### src/rtl/accumulator_unit.sv
`default_nettype none
// ============================================================================
// Module      : accumulator_unit
// Description : Operand and result register stage around an external 8-bit
//               ripple-carry adder. Holds the A (accumulator) and B operand
//               registers, drives the adder inputs, and writes the sum and
//               the C/Z/V flags back. Each ADD/SUB runs through a
//               three-state FSM (IDLE -> EXEC -> WRITE) under a valid/ready
//               handshake. Carry-chained ADC/SBC is supported for multi-byte
//               arithmetic.
// Ports       :
//   clk_i, rst_ni            clock (rising edge), async active-low reset
//   bus_in_i, a_load_i,
//   b_load_i                 operand bus and A/B load strobes (IDLE only)
//   op_valid_i, op_ready_o   operation handshake
//   op_sub_i, op_carry_i     operation select, sampled at handshake
//   adder_x_o, adder_y_o,
//   adder_cin_o              to the adder
//   adder_s_i, adder_cout_i  from the adder
//   acc_out_o                current A register
//   flag_c_o/z_o/v_o         carry, zero, signed overflow
//   done_o                   one-cycle pulse while the result is written
// Revision    : 1.0 - initial release
// ============================================================================
module accumulator_unit (
  input  logic       clk_i,
  input  logic       rst_ni,
  input  logic [7:0] bus_in_i,
  input  logic       a_load_i,
  input  logic       b_load_i,
  input  logic       op_valid_i,
  output logic       op_ready_o,
  input  logic       op_sub_i,
  input  logic       op_carry_i,
  output logic [7:0] adder_x_o,
  output logic [7:0] adder_y_o,
  output logic       adder_cin_o,
  input  logic [7:0] adder_s_i,
  input  logic       adder_cout_i,
  output logic [7:0] acc_out_o,
  output logic       flag_c_o,
  output logic       flag_z_o,
  output logic       flag_v_o,
  output logic       done_o
);

  localparam logic [1:0] S_IDLE  = 2'd0;
  localparam logic [1:0] S_EXEC  = 2'd1;
  localparam logic [1:0] S_WRITE = 2'd2;

  logic [1:0] state_q, state_d;
  logic [7:0] a_q, a_d;
  logic [7:0] b_q, b_d;
  logic [7:0] res_q, res_d;
  logic       sub_q, sub_d;
  logic       carry_q, carry_d;
  logic       c_q, c_d;
  logic       v_q, v_d;
  logic       fc_q, fc_d;
  logic       fz_q, fz_d;
  logic       fv_q, fv_d;

  logic       handshake;

  assign handshake = op_valid_i && (state_q == S_IDLE);

  // State register and all datapath registers
  always_ff @(posedge clk_i or negedge rst_ni) begin
    if (!rst_ni) begin
      state_q <= S_IDLE;
      a_q     <= 8'h00;
      b_q     <= 8'h00;
      res_q   <= 8'h00;
      sub_q   <= 1'b0;
      carry_q <= 1'b0;
      c_q     <= 1'b0;
      v_q     <= 1'b0;
      fc_q    <= 1'b0;
      fz_q    <= 1'b0;
      fv_q    <= 1'b0;
    end else begin
      state_q <= state_d;
      a_q     <= a_d;
      b_q     <= b_d;
      res_q   <= res_d;
      sub_q   <= sub_d;
      carry_q <= carry_d;
      c_q     <= c_d;
      v_q     <= v_d;
      fc_q    <= fc_d;
      fz_q    <= fz_d;
      fv_q    <= fv_d;
    end
  end

  // Next-state logic
  always_comb begin
    state_d = state_q;
    unique case (state_q)
      S_IDLE:  if (handshake) state_d = S_EXEC;
      S_EXEC:  state_d = S_WRITE;
      S_WRITE: state_d = S_IDLE;
      default: state_d = S_IDLE;
    endcase
  end

  // Datapath next-state
  always_comb begin
    a_d     = a_q;
    b_d     = b_q;
    res_d   = res_q;
    sub_d   = sub_q;
    carry_d = carry_q;
    c_d     = c_q;
    v_d     = v_q;
    fc_d    = fc_q;
    fz_d    = fz_q;
    fv_d    = fv_q;
    unique case (state_q)
      S_IDLE: begin
        // An accepted operation takes priority; loads in that cycle are
        // dropped so the operation sees the existing A/B.
        if (handshake) begin
          sub_d   = op_sub_i;
          carry_d = op_carry_i;
        end else begin
          if (a_load_i) a_d = bus_in_i;
          if (b_load_i) b_d = bus_in_i;
        end
      end
      S_EXEC: begin
        res_d = adder_s_i;
        c_d   = adder_cout_i;
        // Overflow: operands share a sign and the sum's sign differs.
        v_d   = (adder_x_o[7] == adder_y_o[7]) && (adder_s_i[7] != adder_x_o[7]);
      end
      S_WRITE: begin
        a_d  = res_q;
        fc_d = c_q;
        fv_d = v_q;
        // Chained ops keep Z only if every byte so far was zero.
        fz_d = carry_q ? ((res_q == 8'h00) && fz_q) : (res_q == 8'h00);
      end
      default: ;
    endcase
  end

  // Outputs
  always_comb begin
    op_ready_o  = (state_q == S_IDLE);
    done_o      = (state_q == S_WRITE);
    adder_x_o   = a_q;
    adder_y_o   = sub_q ? ~b_q : b_q;
    adder_cin_o = carry_q ? fc_q : sub_q;
    acc_out_o   = a_q;
    flag_c_o    = fc_q;
    flag_z_o    = fz_q;
    flag_v_o    = fv_q;
  end

endmodule
`default_nettype wire

### config.mk
export PLATFORM = sky130hd
export DESIGN_NAME = accumulator_unit
export DESIGN_NICKNAME = d
export VERILOG_FILES = /design/src/rtl/accumulator_unit.sv
export SDC_FILE = /design/constraint.sdc
export NUM_CORES = 1
export LEC_CHECK = 0
export CAP_MARGIN = 20
export CORE_UTILIZATION = 48
export CTS_CLUSTER_SIZE = 20
export DETAILED_ROUTE_END_ITERATION = 8
export GPL_TIMING_DRIVEN = 0
export PLACE_DENSITY = 0.91
export SLEW_MARGIN = 20
export SYNTH_ARGS = -nofsm -noshare
export SYNTH_HDL_FRONTEND = slang
export SYNTH_SLANG_ARGS = --single-unit
### constraint.sdc
create_clock -name clk_i -period 2.65 [get_ports clk_i]
set_input_delay 0.265 -clock clk_i [delete_from_list [all_inputs] [get_ports clk_i]]
set_output_delay 0.265 -clock clk_i [all_outputs]
set_load 0.005 [all_outputs]
# After elaboration in Yosys (flattened, before gate mapping)
# Cells that the tools add are included.
word_totals:
  rom_bits: 0
  mem_bits_rw: 0
  ff_bits: 33
  latch_bits: 0
  in_bits: 24
  mem_count: 0
op_classes:
  mux: 8
  n_addsub: 0
  mul: 0
  n_reduce_logical: 9
  div: 0
  magnitude_cmp: 0
  n_shift: 0
  n_eq_ne: 7
  n_bitwise: 2
op_table:
  columns: ["op", "count"]
  rows:
  - ["$mux W8", 3]
  - ["$pmux W8 S2", 1]
  - ["$logic_not A8 Y1", 1]
  - ["$not A8 Y8", 1]
  - ["$reduce_and A3 Y1", 2]
  - ["$ne A2 B2 Y1 const B", 2]
  - ["$pmux W2 S2", 1]
  - ["$logic_and A1 B1 Y1", 3]
  - ["$eq A2 B1 Y1 const B", 1]
  - ["$eq A2 B2 Y1 const B", 1]
  - ["$logic_not A2 Y1", 1]
  - ["$mux W1", 2]
  - ["$mux W2", 1]
  - ["$ne A2 B1 Y1 const B", 1]
  - ["$reduce_and A2 Y1", 1]
  - ["$reduce_bool A2 Y1", 1]
  - ["$eq A1 B1 Y1", 1]
  - ["$ne A1 B1 Y1", 1]
  - ["$not A1 Y1", 1]

# Logic depth before layout (Yosys ltp)
logic_depth:
  word_depth: 4
  mapped_depth: 4
  ltp_nobuf: 3

# Worst setup path before layout
# Ideal clock, no wire load.
synth_timing:
  path_type: "register to register"
  start: "reg state_q[1]"
  end: "reg a_q[0] (netlist: acc_out_o[0])"
  stages_incl_launch_ff: 5
  period_less_slack_ns: 1.487
  setup_slack_ns: 1.163
  t_arrival_ns: 1.362
  setup_ns: 0.125
  path_cell_list: "dfrtp_1 > nor2b_2 > buf_6 > mux2_4 > mux2_2"
synth_between:
  elab_cells_between_ends: 8
synth_rtl:
  columns: ["item", "line", "text"]
  rows:
  - ["start, declared", "51", "logic [1:0] state_q, state_d;"]
  - ["start signal, assigned", "82", "state_q <= state_d;"]
  - ["$eq A2 B2 Y1 *", null, null]
  - ["named net done_o", "44", "output logic done_o"]
  - ["$reduce_bool A2 Y1 (no source line)", null, null]
  - ["$reduce_and A3 Y1 (no source line)", null, null]
  - ["end signal, assigned", "71", "a_q <= 8'h00;"]
  - ["end signal, assigned", "83", "a_q <= a_d;"]
  - ["end, declared", "52", "logic [7:0] a_q, a_d;"]
# The timed path passes the listed nets; every way through them passes the cells marked *.
# A chain may end at the register's enable or synchronous reset.

# Worst setup path in the final report
layout_timing:
  start: "reg state_q[1]"
  end: "out done_o"
layout_between:
  elab_chain_cells: 1
layout_lines:
  columns: ["item", "line", "text"]
  rows:
  - ["$eq A2 B2 Y1", "151", "done_o = (state_q == S_WRITE);"]
  - ["end, declared", "44", null]
# No other way between the ends.

==> results.md <==
* H-tree depth at 2
* Hold Fails Final Rpt at 0
* Worst vdd ir at 0.000445 V
* CP startpoint kind: register
* # IOs at 54
* Post-Synthesis Cells at 108
* Antenna violations before repair at 0
* Layout fillers at 230
* DP HPWL at 2350 um
* Ys async rst share at 100%
* Layout cells sized above 1 at 34.9%
* Min-delay worst type: register to register
* First-pass GRT wire length at 5360 um
* Final #Nets at 193
* Internal cell power at 0.00141 W
* Clock Latency Late Sink at 0.33 ns
* Ys flop type: dfrtp_1
* Synthesized flop and latch total at 33
* Critical path class: register to output pin
* Fin util at 72.0%
* Area grow syn2layout at 41.6%
* Post-synth top cells: dfrtp_1, mux2_2, buf_4, xor2_1, mux2_4
* Tcrit/Tclk final at 77.9%
* GR Overflow Total at 0
* Final Max Slew Viols at 0
* Area of the mapped netlist at approximately 1600 um^2
* Final ANT Viol Nets at 0
* Power density over the cells at 888 nW/um^2
* Ant. Diodes at 0
* Num CTS Buffers at 5
* Mean post-synth cell area at 14.4 um^2
* CTS sink cnt at 33
* Sw Pwr at 0.000542 W
* Sequential share of the synthesized area at between 50% and 60%
* Clock edge transition at the registers on the reported setup and hold paths at 0.09 ns
* P_leak at between 0.9 and 1 nW
* Vias in the first global route at 1,140
* Setup TNS at 0 ns
* Worst Path Required at ~2.4 ns
* CTS root buf: clkbuf_4
* Initial Util at 50.8%
* Setup-violating endpoint count in the final report at 0
* FP Rows at 20
* Drt first pass iters at 4
* Vias/cell at roughly 4.9
* Post-CTS Setup Bufs at 0
* Worst Path Max Fanout at 10
* Slew @ Worst Pin at 0.729 ns
* Mapped Nets at 132
* CP endpoint kind: output pin
* DRC viols at 0
* Starting DRT DRC Count at 15
* WL per Instance at 15.2 um
* IO Port Bufs at 53
* Area contributors post-synth: dfrtp_1, mux2_2, mux2_4
* CTS tree: built
* Crit path DAT at 1.80 ns
* Sw Share at 27.8%
* GPL Wtd Cong at around 0.8
* Total number of vias at between 1,000 and 1,500
* Setup Skew at around 0.0086 ns
* Number of flops mapped to enable cells by yosys at 0
* Yosys warnings at 0
* Clock network power share at 14.7%
* Fin crit period at between 2 and 2.5 ns
* Sequential fraction of design power at 40.9%
* Share of the synthesized area in the top cell type at between 50% and 60%
* Comb power frac at between 40% and 50%
* Setup repair after global routing missed its margin: no
* Reg2reg setup slack at 1.01 ns
* Hold_ws at around 0.52 ns
* Max-cap violations at 0
* Die area at 3460 um^2
* Yosys top cell by area: dfrtp_1
* Routed WL at 3240 um
* Maximum clock frequency at about 480 MHz
* Status: finished, final reports clean
* Die H at slightly below 60 um
* Core area at 3050 um^2
* Clock tree buffer depth at 2
* Yosys cell types at 21
* Slew margin rel. at 51.4%
* Largest net degree at the start of global routing at 34
* Die X at 58.9 um
* Overall Global Routing Usage at 21.9%
## routing by layer
metal / vias up / global-route usage, % / wire length [um]
li1: 489 / - / -
met1: 517 / 26.1 / 1370
met2: 37 / 36.4 / 1650
met3: 8 / 5.71 / 152
met4: 0 / 11.2 / 68
met5: - / 0 / 0
## stage by stage
stage	worst slack (ns)	cells	area, um^2	total power (W)
floorplan	1.16	108	1550	0.00117
global placement	0.735	205	2140	0.00164
detailed placement	0.773	205	2130	0.00168
CTS	0.586	213	2200	0.00196
global route	0.475	213	2200	0.00207
finish	0.586	213	2200	0.00195
## worst max-delay path, stage by stage (launching register included)
cell	delay (ns)
dfrtp_1	0.45
nor2b_2	0.30
buf_6	0.21
clkdlybuf4s50_1	0.51
## sequential cells by signal (all words and copies together), names as in the netlist
name	count
acc_out_o	8
b_q	8
res_q	8
state_q	2
c_q	1
carry_q	1
flag_c_o	1
flag_v_o	1
flag_z_o	1
sub_q	1
v_q	1
## cell families (layout without fill, tap and decap cells)
| logic type | Yosys count | count (layout) | share of synthesized area (%) |
|---|---|---|---|
| DFF | 33 | 33 | 53.2 |
| xor gates and xnor gates | 8 | 8 | 4.52 |
| buffers and inverters | 14 | 75 | 5.97 |
| AOI/OAI and AO/OA | 4 | 4 | 1.77 |
| and+or+nand+nor | 11 | 11 | 5.73 |
| muxes | 38 | 38 | 28.8 |
## power by group through the flow
stage | sequential (W) | combinational [W] | clock [W]
detailed placement | 0.000809 | 0.000869 | 0
global route | 0.000823 | 0.000932 | 0.000314
global placement | 0.000794 | 0.000850 | 0
finish | 0.000799 | 0.000865 | 0.000287
CTS | 0.000800 | 0.000875 | 0.000290
floorplan | 0.000784 | 0.000390 | 0
## what timing repair did
item	4_1_cts	5_1_grt
hold buffers	1	0
endpoints found under the setup margin	0	0
resized for setup	0	0
endpoints found under the hold margin	16	0
## path summary, 6_finish.rpt
path	from	to	cells after the start
setup / recovery	state_q[1]$_DFFE_PN0P_	done_o	3
hold / removal	c_q$_DFFE_PN0N_	c_q$_DFFE_PN0N_	1
setup reg to reg	state_q[0]$_DFFE_PN0P_	b_q[7]$_DFFE_PN0P_	2
hold reg to reg	c_q$_DFFE_PN0N_	c_q$_DFFE_PN0N_	1
max in group asynchronous	rst_ni	res_q[7]$_DFFE_PN0N_	2
min in group asynchronous	rst_ni	acc_out_o[2]$_DFFE_PN0P_	2
## cell type report
class | instances | area (um^2) | share of cell area, %
multi-input combinational | 61 | 633 | 28.8
clock buffer | 7 | 55.1 | 2.51
tap | 44 | 55.1 | 2.51
buffer | 11 | 81.3 | 3.70
timing repair buffer | 54 | 536 | 24.4
inverter | 3 | 11.3 | 0.513
sequential | 33 | 826 | 37.6
## cell usage in the layout, fill, tap and decap left out, types with 2 or more instances in the layout
cell type        instances
mux2_2                  33
nor4_1                   2
a21oi_1                  2
clkbuf_4                 5
dfrtp_1                 33
clkdlybuf4s50_1         52
mux2_4                   5
inv_1                    3
buf_2                    3
xor2_1                   8
buf_4                    8
Power figures use the tool's default switching activity.
